==> config.mk <==
export PLATFORM = sky130hd
export DESIGN_NAME = dmem_ctrl
export DESIGN_NICKNAME = d
export VERILOG_FILES = /design/src/rtl/dmem_pkg.sv /design/src/rtl/lsu_align.sv /design/src/rtl/dmem_ctrl.sv
export SDC_FILE = /design/constraint.sdc
export NUM_CORES = 1
export LEC_CHECK = 0
export CORE_ASPECT_RATIO = 1.5
export CORE_MARGIN = 2
export CORE_UTILIZATION = 24
export DETAILED_ROUTE_END_ITERATION = 8
export GPL_TIMING_DRIVEN = 0
export PLACE_DENSITY = 0.57
export SLEW_MARGIN = 5
export SYNTH_ARGS = -nofsm -noshare
export SYNTH_HDL_FRONTEND = slang
export SYNTH_SLANG_ARGS = --single-unit
==> constraint.sdc <==
create_clock -name clk -period 2.61 [get_ports clk]
set_input_delay 0.522 -clock clk [delete_from_list [all_inputs] [get_ports clk]]
set_output_delay 0.522 -clock clk [all_outputs]
set_load 0.005 [all_outputs]
==> src/rtl/dmem_pkg.sv <==
// Shared definitions for the MEM-stage data-memory controller.
// Holds the controller state type, the func3 access-size codes and a
// small lane-select helper used by the load-extension logic.
package dmem_pkg;

  typedef enum logic [1:0] {
    IDLE   = 2'd0,
    ACCESS = 2'd1,
    DONE   = 2'd2
  } dmem_state_e;

  localparam logic [2:0] F3_B  = 3'b000;
  localparam logic [2:0] F3_H  = 3'b001;
  localparam logic [2:0] F3_W  = 3'b010;
  localparam logic [2:0] F3_BU = 3'b100;
  localparam logic [2:0] F3_HU = 3'b101;

  // Pick one byte lane out of a 32-bit RAM word.
  function automatic logic [7:0] pick_byte(input logic [31:0] word, input logic [1:0] off);
    logic [7:0] b;
    case (off)
      2'd0:    b = word[7:0];
      2'd1:    b = word[15:8];
      2'd2:    b = word[23:16];
      2'd3:    b = word[31:24];
      default: b = word[7:0];
    endcase
    return b;
  endfunction

endpackage

==> src/rtl/lsu_align.sv <==
// Combinational byte-lane steering for the data-memory controller.
// Ports:
//   i_addr_lo    byte offset within the word (addr[1:0])
//   i_func3      access size / sign code
//   i_wr_data    store data as delivered by the pipeline
//   i_ram_rdata  raw RAM read word
//   o_be         byte enables for the access size and offset
//   o_wdata      store data replicated across lanes
//   o_load_ext   selected and sign/zero-extended load value
//   o_misaligned access does not sit on its natural boundary
module lsu_align
  import dmem_pkg::*;
(
  input  logic [1:0]  i_addr_lo,
  input  logic [2:0]  i_func3,
  input  logic [31:0] i_wr_data,
  input  logic [31:0] i_ram_rdata,
  output logic [3:0]  o_be,
  output logic [31:0] o_wdata,
  output logic [31:0] o_load_ext,
  output logic        o_misaligned
);

  logic [7:0]  w_byte;
  logic [15:0] w_half;

  assign w_byte = pick_byte(i_ram_rdata, i_addr_lo);
  assign w_half = i_addr_lo[1] ? i_ram_rdata[31:16] : i_ram_rdata[15:0];

  // Size decode: any code that is not a byte or half access behaves as a word.
  always_comb begin
    o_be         = 4'b1111;
    o_wdata      = i_wr_data;
    o_load_ext   = i_ram_rdata;
    o_misaligned = 1'b0;
    case (i_func3)
      F3_B, F3_BU: begin
        o_be       = 4'b0001 << i_addr_lo;
        o_wdata    = {4{i_wr_data[7:0]}};
        o_load_ext = (i_func3 == F3_B) ? {{24{w_byte[7]}}, w_byte} : {24'h000000, w_byte};
      end
      F3_H, F3_HU: begin
        o_be         = i_addr_lo[1] ? 4'b1100 : 4'b0011;
        o_wdata      = {2{i_wr_data[15:0]}};
        o_load_ext   = (i_func3 == F3_H) ? {{16{w_half[15]}}, w_half} : {16'h0000, w_half};
        o_misaligned = i_addr_lo[0];
      end
      default: begin
        o_be         = 4'b1111;
        o_wdata      = i_wr_data;
        o_load_ext   = i_ram_rdata;
        o_misaligned = (i_addr_lo != 2'b00);
      end
    endcase
  end

endmodule

==> src/rtl/dmem_ctrl.sv <==
// MEM-stage data-memory access controller.
// Issues one RAM transaction per load/store, stalls the pipeline until the
// RAM acknowledges (or the wait times out) and returns the extended load data.
// Ports:
//   clk, reset            clock and synchronous active-high reset
//   MemRead, MemWrite     request strobes, held while mem_stall is high
//   addr, wr_data, func3  byte address, store data, access size/sign
//   rd_data               extended load result (registered)
//   mem_stall             freezes IF..MEM while the access is outstanding
//   misalign, bus_err     one-cycle pulses for dropped / timed-out accesses
//   ram_*                 word-wide RAM request/response interface
module dmem_ctrl
  import dmem_pkg::*;
#(
  parameter int DATA_W     = 32,
  parameter int DM_ADDRESS = 9,
  parameter int TIMEOUT    = 15
) (
  input  logic                  clk,
  input  logic                  reset,
  input  logic                  MemRead,
  input  logic                  MemWrite,
  input  logic [DM_ADDRESS-1:0] addr,
  input  logic [DATA_W-1:0]     wr_data,
  input  logic [2:0]            func3,
  output logic [DATA_W-1:0]     rd_data,
  output logic                  mem_stall,
  output logic                  misalign,
  output logic                  bus_err,
  output logic                  ram_req,
  output logic                  ram_we,
  output logic [DM_ADDRESS-3:0] ram_addr,
  output logic [3:0]            ram_be,
  output logic [DATA_W-1:0]     ram_wdata,
  input  logic [DATA_W-1:0]     ram_rdata,
  input  logic                  ram_ack
);

  // Last ACCESS cycle index at which a missing ack aborts the transaction.
  localparam logic [7:0] TO_LAST = 8'(TIMEOUT - 1);

  dmem_state_e           r_state;
  logic [7:0]            r_cnt;
  logic                  r_is_load;
  logic [DATA_W-1:0]     r_rd_data;
  logic [DATA_W-1:0]     r_wdata;
  logic                  r_misalign;
  logic                  r_bus_err;
  logic                  r_req;
  logic                  r_we;
  logic [3:0]            r_be;
  logic [DM_ADDRESS-3:0] r_addr;

  logic                  w_req;
  logic [2:0]            w_f3;
  logic [3:0]            w_be;
  logic [DATA_W-1:0]     w_wdata;
  logic [DATA_W-1:0]     w_load_ext;
  logic                  w_misaligned;

  assign w_req = MemRead | MemWrite;

  // Stores only know B/H/W; any other store code falls back to a word access.
  always_comb begin
    if (MemWrite && (func3 != F3_B) && (func3 != F3_H)) begin
      w_f3 = F3_W;
    end else begin
      w_f3 = func3;
    end
  end

  lsu_align u_align (
    .i_addr_lo    (addr[1:0]),
    .i_func3      (w_f3),
    .i_wr_data    (wr_data),
    .i_ram_rdata  (ram_rdata),
    .o_be         (w_be),
    .o_wdata      (w_wdata),
    .o_load_ext   (w_load_ext),
    .o_misaligned (w_misaligned)
  );

  // Access FSM with its wait counter and all registered outputs.
  always_ff @(posedge clk) begin
    if (reset) begin
      r_state    <= IDLE;
      r_cnt      <= 8'd0;
      r_is_load  <= 1'b0;
      r_rd_data  <= {DATA_W{1'b0}};
      r_wdata    <= {DATA_W{1'b0}};
      r_misalign <= 1'b0;
      r_bus_err  <= 1'b0;
      r_req      <= 1'b0;
      r_we       <= 1'b0;
      r_be       <= 4'b0000;
      r_addr     <= {(DM_ADDRESS-2){1'b0}};
    end else begin
      r_misalign <= 1'b0;
      r_bus_err  <= 1'b0;
      case (r_state)
        IDLE: begin
          if (w_req && w_misaligned) begin
            r_misalign <= 1'b1;
            r_rd_data  <= {DATA_W{1'b0}};
            r_state    <= IDLE;
          end else if (w_req) begin
            r_req     <= 1'b1;
            r_we      <= MemWrite;
            r_be      <= w_be;
            r_addr    <= addr[DM_ADDRESS-1:2];
            r_wdata   <= MemWrite ? w_wdata : {DATA_W{1'b0}};
            // A simultaneous read+write is a store: no load result.
            r_is_load <= ~MemWrite;
            r_cnt     <= 8'd0;
            r_state   <= ACCESS;
          end else begin
            r_state <= IDLE;
          end
        end
        ACCESS: begin
          // An ack in the final wait cycle still completes normally.
          if (ram_ack) begin
            if (r_is_load) begin
              r_rd_data <= w_load_ext;
            end else begin
              r_rd_data <= r_rd_data;
            end
            r_req   <= 1'b0;
            r_we    <= 1'b0;
            r_be    <= 4'b0000;
            r_state <= DONE;
          end else if (r_cnt == TO_LAST) begin
            r_req     <= 1'b0;
            r_we      <= 1'b0;
            r_be      <= 4'b0000;
            r_bus_err <= 1'b1;
            r_rd_data <= {DATA_W{1'b0}};
            r_state   <= DONE;
          end else begin
            r_cnt <= r_cnt + 8'd1;
          end
        end
        DONE: begin
          // The held request is never re-issued: one pipeline advance, then idle.
          r_state <= IDLE;
        end
        default: begin
          r_req   <= 1'b0;
          r_we    <= 1'b0;
          r_be    <= 4'b0000;
          r_state <= IDLE;
        end
      endcase
    end
  end

  // Stall rises combinationally in the launch cycle so the pipeline freezes at once.
  assign mem_stall = ~reset & ((r_state == ACCESS) |
                               ((r_state == IDLE) & w_req & ~w_misaligned));

  assign rd_data   = r_rd_data;
  assign misalign  = r_misalign;
  assign bus_err   = r_bus_err;
  assign ram_req   = r_req;
  assign ram_we    = r_we;
  assign ram_addr  = r_addr;
  assign ram_be    = r_be;
  assign ram_wdata = r_wdata;

endmodule

[Word-level counts from Yosys, hierarchy flattened]
Index checks and enable logic that the tools add are counted.
W data, S select, Z words.
Word-level totals
  register bits after elaboration: 90
  input port bits: 81
  output and inout bits: 80
  word-level logic and storage cells: 100
Cells by class
  add/sub/neg operators: 1
  equal/unequal tests: 17
  shift operators: 1
  multiplexer cells: 41
  bitwise operators: 12
  reductions and logical operators: 17
Operator list (number)
  $mux W32: 7
  $pmux W32 S2: 3
  $mux W8: 4
  $pmux W8 S4: 1
  $mux W4: 5
  $mux W16: 1
  $pmux W8 S2: 1
  $pmux W4 S3: 1
  $mux W1: 10
  $ne A2 B2 Y1 const B: 5
  $add A8 B1 Y8 const B: 1
  $eq A8 B4 Y1 const B: 1
  $pmux W4 S2: 1
  $reduce_and A4 Y1: 2
  $not A1 Y1: 7
  $eq A2 B2 Y1 const B: 3
  $eq A3 B3 Y1 const B: 2
  $ne A3 B3 Y1 const B: 2
  $pmux W1 S3: 2
  $reduce_or A2 Y1: 3
  $reduce_and A5 Y1: 1
  $eq A2 B1 Y1 const B: 2
  $logic_not A2 Y1: 2
  $mux W2: 2
  other kinds (14): 20

[Longest topological paths before layout]
Gate-level depths: netlist of run 1.
  word-level depth: 11
  gate-level depth with buffers: 9
  mapped depth without buffers: 6

[By module]
A second synthesis of run 1 with hierarchy kept.
Second synthesis, totals
  cells, all modules: 599
  area total of the unflattened synthesis: 4773.3 sq um
By module, submodules not included
  dmem_ctrl: instances 1, cells an instance 414, area an instance 3654.8 sq um, sequential area each 1801.7 sq um
  lsu_align: instances 1, cells an instance 185, area an instance 1118.6 sq um, sequential area each 0.0 sq um

[Worst setup path before layout of run 1]
OpenSTA, ideal clock, no wires.
  path kind: input-to-output
  start: input port func3[2]
  end: output port mem_stall
  arrival: 1.686 ns
  data required time: 2.088 ns
  path slack: 0.402 ns
  stages on the path: 5
  path buffers: 2
  path through: buf_2 > a221oi_1 > o221ai_1 > clkbuf_1 > a21oi_1
Between the ends
  longest elaborated chain between the ends: 11
  elaborated cells on any way between the ends: 16
  those cells by class: eq/ne (4); mux (2); bitwise (4); reduce/logical (6)
RTL lines
  from (decl): RTL line dmem_ctrl.sv:25  | input logic [2:0] func3,
  $reduce_bool A3 Y1: RTL line dmem_ctrl.sv:65  | if (MemWrite && (func3 != F3_B) && (func3 != F3_H)) begin
  $logic_and A1 B1 Y1 (2 in series): RTL line dmem_ctrl.sv:65
  $mux W3 *: RTL line dmem_ctrl.sv:65
  $eq A3 B3 Y1 (tied with other cells): RTL line lsu_align.sv:36  | case (i_func3)
  $reduce_or A2 Y1: RTL line lsu_align.sv:36
  $pmux W1 S2 *: RTL line lsu_align.sv:36
  $not A1 Y1 *: RTL line dmem_ctrl.sv:159  | ((r_state == IDLE) & w_req & ~w_misaligned));
  $and A1 B1 Y1 *: RTL line dmem_ctrl.sv:159
  $or A1 B1 Y1 *: RTL line dmem_ctrl.sv:158  | assign mem_stall = ~reset & ((r_state == ACCESS) |
  $and A1 B1 Y1 *: RTL line dmem_ctrl.sv:158
  to (decl): RTL line dmem_ctrl.sv:27  | output logic mem_stall,
Every way passes the cells marked *; elsewhere a longest branch is shown, timed or not.

[Worst setup path in the final report of run 1]
  start: input port MemWrite
  end: output port mem_stall
Between the ends
  longest elaborated chain between the ends: 10
  elaborated cells on any way between the ends: 16
  those cells by class: eq/ne (3); mux (2); bitwise (6); reduce/logical (5)
RTL lines
  from (decl): RTL line dmem_ctrl.sv:22  | input logic MemWrite,
  $logic_and A1 B1 Y1 (2 in series): RTL line dmem_ctrl.sv:65
  $mux W3: RTL line dmem_ctrl.sv:65
  $eq A3 B3 Y1 (tied with other cells): RTL line lsu_align.sv:36
  $reduce_or A2 Y1: RTL line lsu_align.sv:36
  $pmux W1 S2: RTL line lsu_align.sv:36
  $not A1 Y1: RTL line dmem_ctrl.sv:159
  $and A1 B1 Y1 *: RTL line dmem_ctrl.sv:159
  $or A1 B1 Y1 *: RTL line dmem_ctrl.sv:158
  $and A1 B1 Y1 *: RTL line dmem_ctrl.sv:158
Marks and branches as above.

==> results of run 1 <==
layer usage:
layer  GRT usage, %  wire (um)  vias up
li1               -          -     2171
met1           19.4       6580     2120
met2           30.5       8270      196
met3           4.08       1150       25
met4           6.04        387        0
met5              0          0        -
worst register-to-register path: cells and delay by family, from the launching register on:
kind / cells / cell delay [ps]
compound gates: 4 / 1060
flops: 1 / 370
buf+inv: 2 / 620
simple gates: 1 / 140
worst min path at each step:
stage / depth (start not counted) / slack, ps / end
2_1_floorplan: 2 / 450 / rd_data[0]
3_3_place_gp: 2 / 440 / ram_wdata[18]
3_5_place_dp: 2 / 450 / ram_addr[3]
4_1_cts: 2 / 460 / ram_addr[3]
5_1_grt: 2 / 480 / ram_addr[3]
6_report: 2 / 450 / ram_addr[0]
placed cells by master (no fill, tap or decap), drive strengths merged, types with 2 or more instances in the layout:
| cell type | instances |
|---|---|
| nor2b | 3 |
| nand2b | 4 |
| o21a | 2 |
| dlygate4sd2 | 4 |
| clkinvlp | 2 |
| nor4 | 3 |
| a211oi | 17 |
| o22ai | 8 |
| dfxtp | 90 |
| nand3 | 11 |
| o2111ai | 10 |
| mux2i | 17 |
| nor3 | 19 |
| inv | 9 |
| clkdlybuf4s50 | 152 |
| xnor2 | 2 |
| buf | 23 |
| nor3b | 2 |
| a21oi | 43 |
| or2 | 18 |
| a221o | 7 |
| a22o | 24 |
| o31ai | 2 |
| and2 | 3 |
| nand2 | 59 |
| xor2 | 5 |
| o211ai | 3 |
| nand4 | 2 |
| a31oi | 11 |
| o211a | 2 |
| o21ai | 14 |
| nor2 | 49 |
| a311o | 2 |
| clkbuf | 32 |
| ha | 2 |
| clkinv | 2 |
flip-flops by register name (all words and copies together) (netlist names):
signal,count
bus_err,1
misalign,1
r_cnt,8
r_is_load,1
r_state,2
ram_addr,7
ram_be,4
ram_req,1
ram_wdata,32
ram_we,1
rd_data,32
stage by stage:
stage               setup TNS, ps  utilization [%]
detailed placement         -13400             35.0
finish                          0             37.1
CTS                             0             37.0
global placement            -9750             35.0
global route                    0             37.1
floorplan                       0                -
power breakdown:
group          internal, mW  switching (mW)  leakage [nW]  total [mW]
clock                 0.749           0.580         0.142        1.33
combinational         0.382           0.380          1.49       0.763
sequential             1.45          0.0440         0.733        1.49
total                  2.58            1.00          2.37        3.59
cells by family after synthesis:
kind of cell    count (synthesis)  synth area share [%]
buf+inv                        51                  5.05
xor+xnor                        7                  1.45
simple gates                  179                  19.8
flops                          90                  42.5
mux                            18                  4.28
fa+ha+maj                       2                 0.591
compound gates                157                  26.3
repair_timing:
| action | in CTS | in global routing |
|---|---|---|
| pin swaps | 2 | 0 |
| setup endpoints to repair | 5 | 4 |
| buffers inserted | 2 | 0 |
| gates resized for setup | 13 | 1 |
cell type report:
class / instances / area, um2 / area share, %
Inverter: 7 / 26.3 / 0.408
Multi-Input combinational cell: 363 / 2260 / 35.1
Sequential cell: 90 / 1800 / 28.0
Buffer: 44 / 204 / 3.17
Antenna cell: 1 / 2.50 / 0.0389
Tap cell: 213 / 267 / 4.14
Clock buffer: 9 / 225 / 3.50
Clock inverter: 7 / 76.3 / 1.19
Timing Repair Buffer: 158 / 1570 / 24.4
==> out/qor.yml, run 1 <==
status: "finished clean"
dp_slack_ps: -889
clk_latency_ps: 340
endpoint_kind: "primary output"
hold_violations: 0
syn_nets: 587
arrival_ps: 1990
ys_top_cells_by_area: "dfxtp_1 43%, nand2_1 5.2%, a21oi_1 5.0%, a22o_1 5.0%, nor2_1 4.3%"
final_area_um2: 6430
nFillCells: 1786
ios: 161
tightestPinTransition_ps: 673
holdWs_ps: 454
coreArea_um2: 17300
power_density_nw_per_um2: 557
gr-total-overflow: 0
synth_top_area_cell: "dfxtp_1"
cp_slowest_cell: "a221oi_4"
placedCellCount: 873
synth_ff_type: "dfxtp_1"
fin_skew_ps: 8.18
cp.depth: 7
drive_above_1_share_pct: 9.29
startpoint_type: "input pin"
reg2regPathDepth: 7
worst-path-buf-inv: 4
cts_htree_levels: 3
cts.sinks: 90
cp_common_cell: "dlygate4sd2_1"
synthArstFlopShare_pct: 0
path_max_fanout: 10
root_buffer: "clkbuf_16"
synth_top_area_share_pct: 42.5
post-dp-hpwl_mm: 12.5
synth_sequential_area_ratio_pct: 42.5
grt_pass1_wl_mm: 25.0
worstSetupPathType: "input pin to primary output"
cts_hold_buf: 0
critPathLaunch: "MemWrite"
critPathRequiredTime_ps: 2090
dieHeight_um: 167
max_freq_ghz: 0.398
rsz0062_at_grt: "no"
synth_area_um2: 4240
yosysMostFrequentCell: "dfxtp_1"
max_stage_delay_ps: 330
drtIter0Drc: 210
finalSetupViolations: 0
synth_cells: 504
drc_errors: 0
via_per_inst: 5.06
slew_viol_final: 0
synth_seq_cells: 90
clkTransAtPathRegs_ps: 60
die_w_um: 112
post_drt_wl_per_cell_um: 18.4
initial_core_util_pct: 24.4
endpoint: "mem_stall"
syn_area_per_cell_um2: 8.40
synthToLayoutAreaGrowth_pct: 51.9
rr_endpoint: "rd_data[2]"
worstPathCellList: "dlygate4sd2_1 > buf_6 > a221oi_4 > o221ai_4 > clkbuf_8 > a21oi_1 > dlygate4sd2_1"
setup_slack_ps: 94.3
power_mw: 3.59
synth_common_cells: "90 x dfxtp_1, 59 x nand2_1, 49 x nor2_1"
hp-class: "register to register"
maxCapViolations: 0
die_area_um2: 18700
grt_pass1_vias: 4626
firstDrtPassIters: 6
min_period_ps: 2520
vias: 4512
r2r_setup_slack_ps: 360
grt_usage_pct: 17.0
port_buffers: 156
critPathTopFamily: "buffers and inverters"
numCtsBuffers: 9
antenna_found_initial: 1
reg2reg_from: "r_cnt[2]"
clockBufferDepth: 2
fin_cells: 892
power.leakage_nw: 2.37
max-slew-margin-rel_pct: 55.2
cts_tree: "done"
rows: 59
ant_nets: 0
dpl_cell_area_um2: 6060
grt_max_degree: 17
ys_types: 54
place.gp.congestion: 0.881
yosysWarnings: 0
final_nets: 756
finalCritPeriodShare_pct: 96.4
synth_edf_count: 0
ir_drop_uv: 264
min_from: "ram_addr[0]"
routed_wl_mm: 16.4
Power figures use the tool's default switching activity.
==> run 2, diff against run 1 <==
Settings changed: SKIP_CTS_REPAIR_TIMING from default to 1.
==> out/qor.yml, run 2 (synthesis results as in run 1) <==
p_int_mw: 2.59  # +0.21%
drc_errors: 0  # unchanged
cp_slowest_cell: "clkdlybuf4s50_1"
grt_max_degree: 17  # unchanged
power.leakage_nw: 2.38  # +0.74%
synthToLayoutAreaGrowth_pct: 52.5
max_stage_delay_ps: 510  # +180 ps
slew_viol_final: 0  # unchanged
dieHeight_um: 167  # unchanged
die_area_um2: 18700  # unchanged
switching_share_pct: 28.1  # +0.066 points
grt_pass1_wl_mm: 24.8  # -0.78%
setup_slack_ps: 31.4  # -62.8 ps
min_period_ps: 2580  # +62.8 ps
clockBufferDepth: 2  # unchanged
die_w_um: 112  # unchanged
grt_pass1_vias: 4571  # -1.2%
p_sw_mw: 1.01  # +0.54%
post_drt_wl_per_cell_um: 18.3  # -0.33%
final_cell_mix: "154 x clkdlybuf4s50_1, 90 x dfxtp_1, 59 x nand2_1"
dp_slack_ps: -889  # unchanged
worstSetupPathType: "input pin to primary output"
clk_latency_ps: 340  # about the same
port_buffers: 156  # unchanged
antenna_found_initial: 1  # unchanged
drive_above_1_share_pct: 10.1  # +0.86 points
grt_usage_pct: 16.8  # -0.13 points
maxCapViolations: 0  # unchanged
finalCritPeriodShare_pct: 98.8  # +2.4 points
tightestPinTransition_ps: 696  # +23.9 ps
reg2reg_from: "r_cnt[2]"
numCtsBuffers: 9  # unchanged
cts_tree: "done"
worst-path-buf-inv: 3  # -1
clkTransAtPathRegs_ps: 60  # about the same
firstDrtPassIters: 4  # -2
vias: 4516  # +0.089%
p_comb_share_pct: 21.4  # about the same
hp-class: "register to register"
hold_violations: 0  # unchanged
max_freq_ghz: 0.388  # -2.4%
fin_skew_ps: 7.98  # -0.195 ps
critPathRequiredTime_ps: 2090  # about the same
place.gp.congestion: 0.881  # unchanged
ios: 161  # unchanged
power_density_nw_per_um2: 557  # about the same
rsz0062_at_grt: "yes"
max-slew-margin-rel_pct: 53.6  # -1.6 points
coreArea_um2: 17300  # unchanged
ir_drop_uv: 265  # +0.43%
status: "finished clean"
startpoint_type: "input pin"
cts.sinks: 90  # unchanged
worstPathCellList: "clkdlybuf4s50_1 > a221oi_4 > o221ai_4 > buf_6 > a21oi_1 > clkbuf_2"
cts_htree_levels: 3  # unchanged
arrival_ps: 2060  # +70 ps
drtIter0Drc: 251  # +20%
via_per_inst: 5.05  # -0.14%
gr-total-overflow: 0  # unchanged
post-dp-hpwl_mm: 12.5  # unchanged
final_nets: 758  # +0.26%
endpoint_kind: "primary output"
min_from: "ram_addr[0]"
critPathLaunch: "addr[0]"
p_seq_share_pct: 41.5  # -0.2 points
rows: 59  # unchanged
root_buffer: "clkbuf_16"
clkPwrFrac_pct: 37.1  # about the same
critPathTopFamily: "buffers and inverters"
routed_wl_mm: 16.4  # -0.11%
path_max_fanout: 4  # -6
ant_nets: 0  # unchanged
finalSetupViolations: 0  # unchanged
initial_core_util_pct: 24.4  # unchanged
power_mw: 3.60  # +0.30%
final_common_cell: "clkdlybuf4s50_1"
==> run 2: cell types whose count changed in the layout (fill, tap and decap cells not counted), sizes merged <==
cell,previous run,this run
dlygate4sd2,4,0
buf,23,26
clkdlybuf4s50,152,154
dlymetal6s2s,0,1
==> run 2: layout make-up <==
type                    instances  area, um2
plain buffers                  44        204
diodes                          1       2.50
repair buffers                160       1590
clock buffers                   9        225
fillers                      1776      10900
flip-flops and latches         90       1800
clock inverters                 7       76.3
multi-input cells             363       2270
inverters                       7       26.3
well taps                     213        267
==> run 2: tightest hold or removal path: cells and delay by family, from the launching register on <==
kind            cells  cell delay [ps]
flops               1              310
compound gates      1               50
simple gates        1               50
==> run 2: per-layer routing <==
metal	GRT usage [%]	wire length, um
met5	0	0
met4	6.04	387
met3	4.08	1210
met2	30.0	8240
met1	19.4	6520
==> run 2: path summary, 6_finish.rpt <==
kind                      end  slack, ps  depth (start not counted)
setup / recovery    mem_stall         30                          6
hold reg to reg   ram_addr[0]        450                          2
hold / removal    ram_addr[0]        450                          2
setup reg to reg   rd_data[2]        370                          7
==> run 2: per-stage QoR <==
stage               setup TNS, ps  util, %  hold WS [ps]  instances  area, um2
detailed placement         -13400     35.0           446        873       6060
finish                          0     37.2           454        894       6460
global placement            -9750     35.0           437        873       6060
global route                 -161     37.2           477        893       6450
floorplan                       0        -           448        504       4240
CTS                         -1050     36.7           455        889       6360
==> run 2: power groups by stage <==
stage / combinational, mW / clock (mW) / sequential (mW)
after global routing: 0.835 / 1.42 / 1.50
after global placement: 0.741 / 0 / 1.52
final: 0.768 / 1.33 / 1.49
after floorplan: 0.336 / 0 / 1.52
after CTS: 0.752 / 1.37 / 1.49
after detailed placement: 0.749 / 0 / 1.52
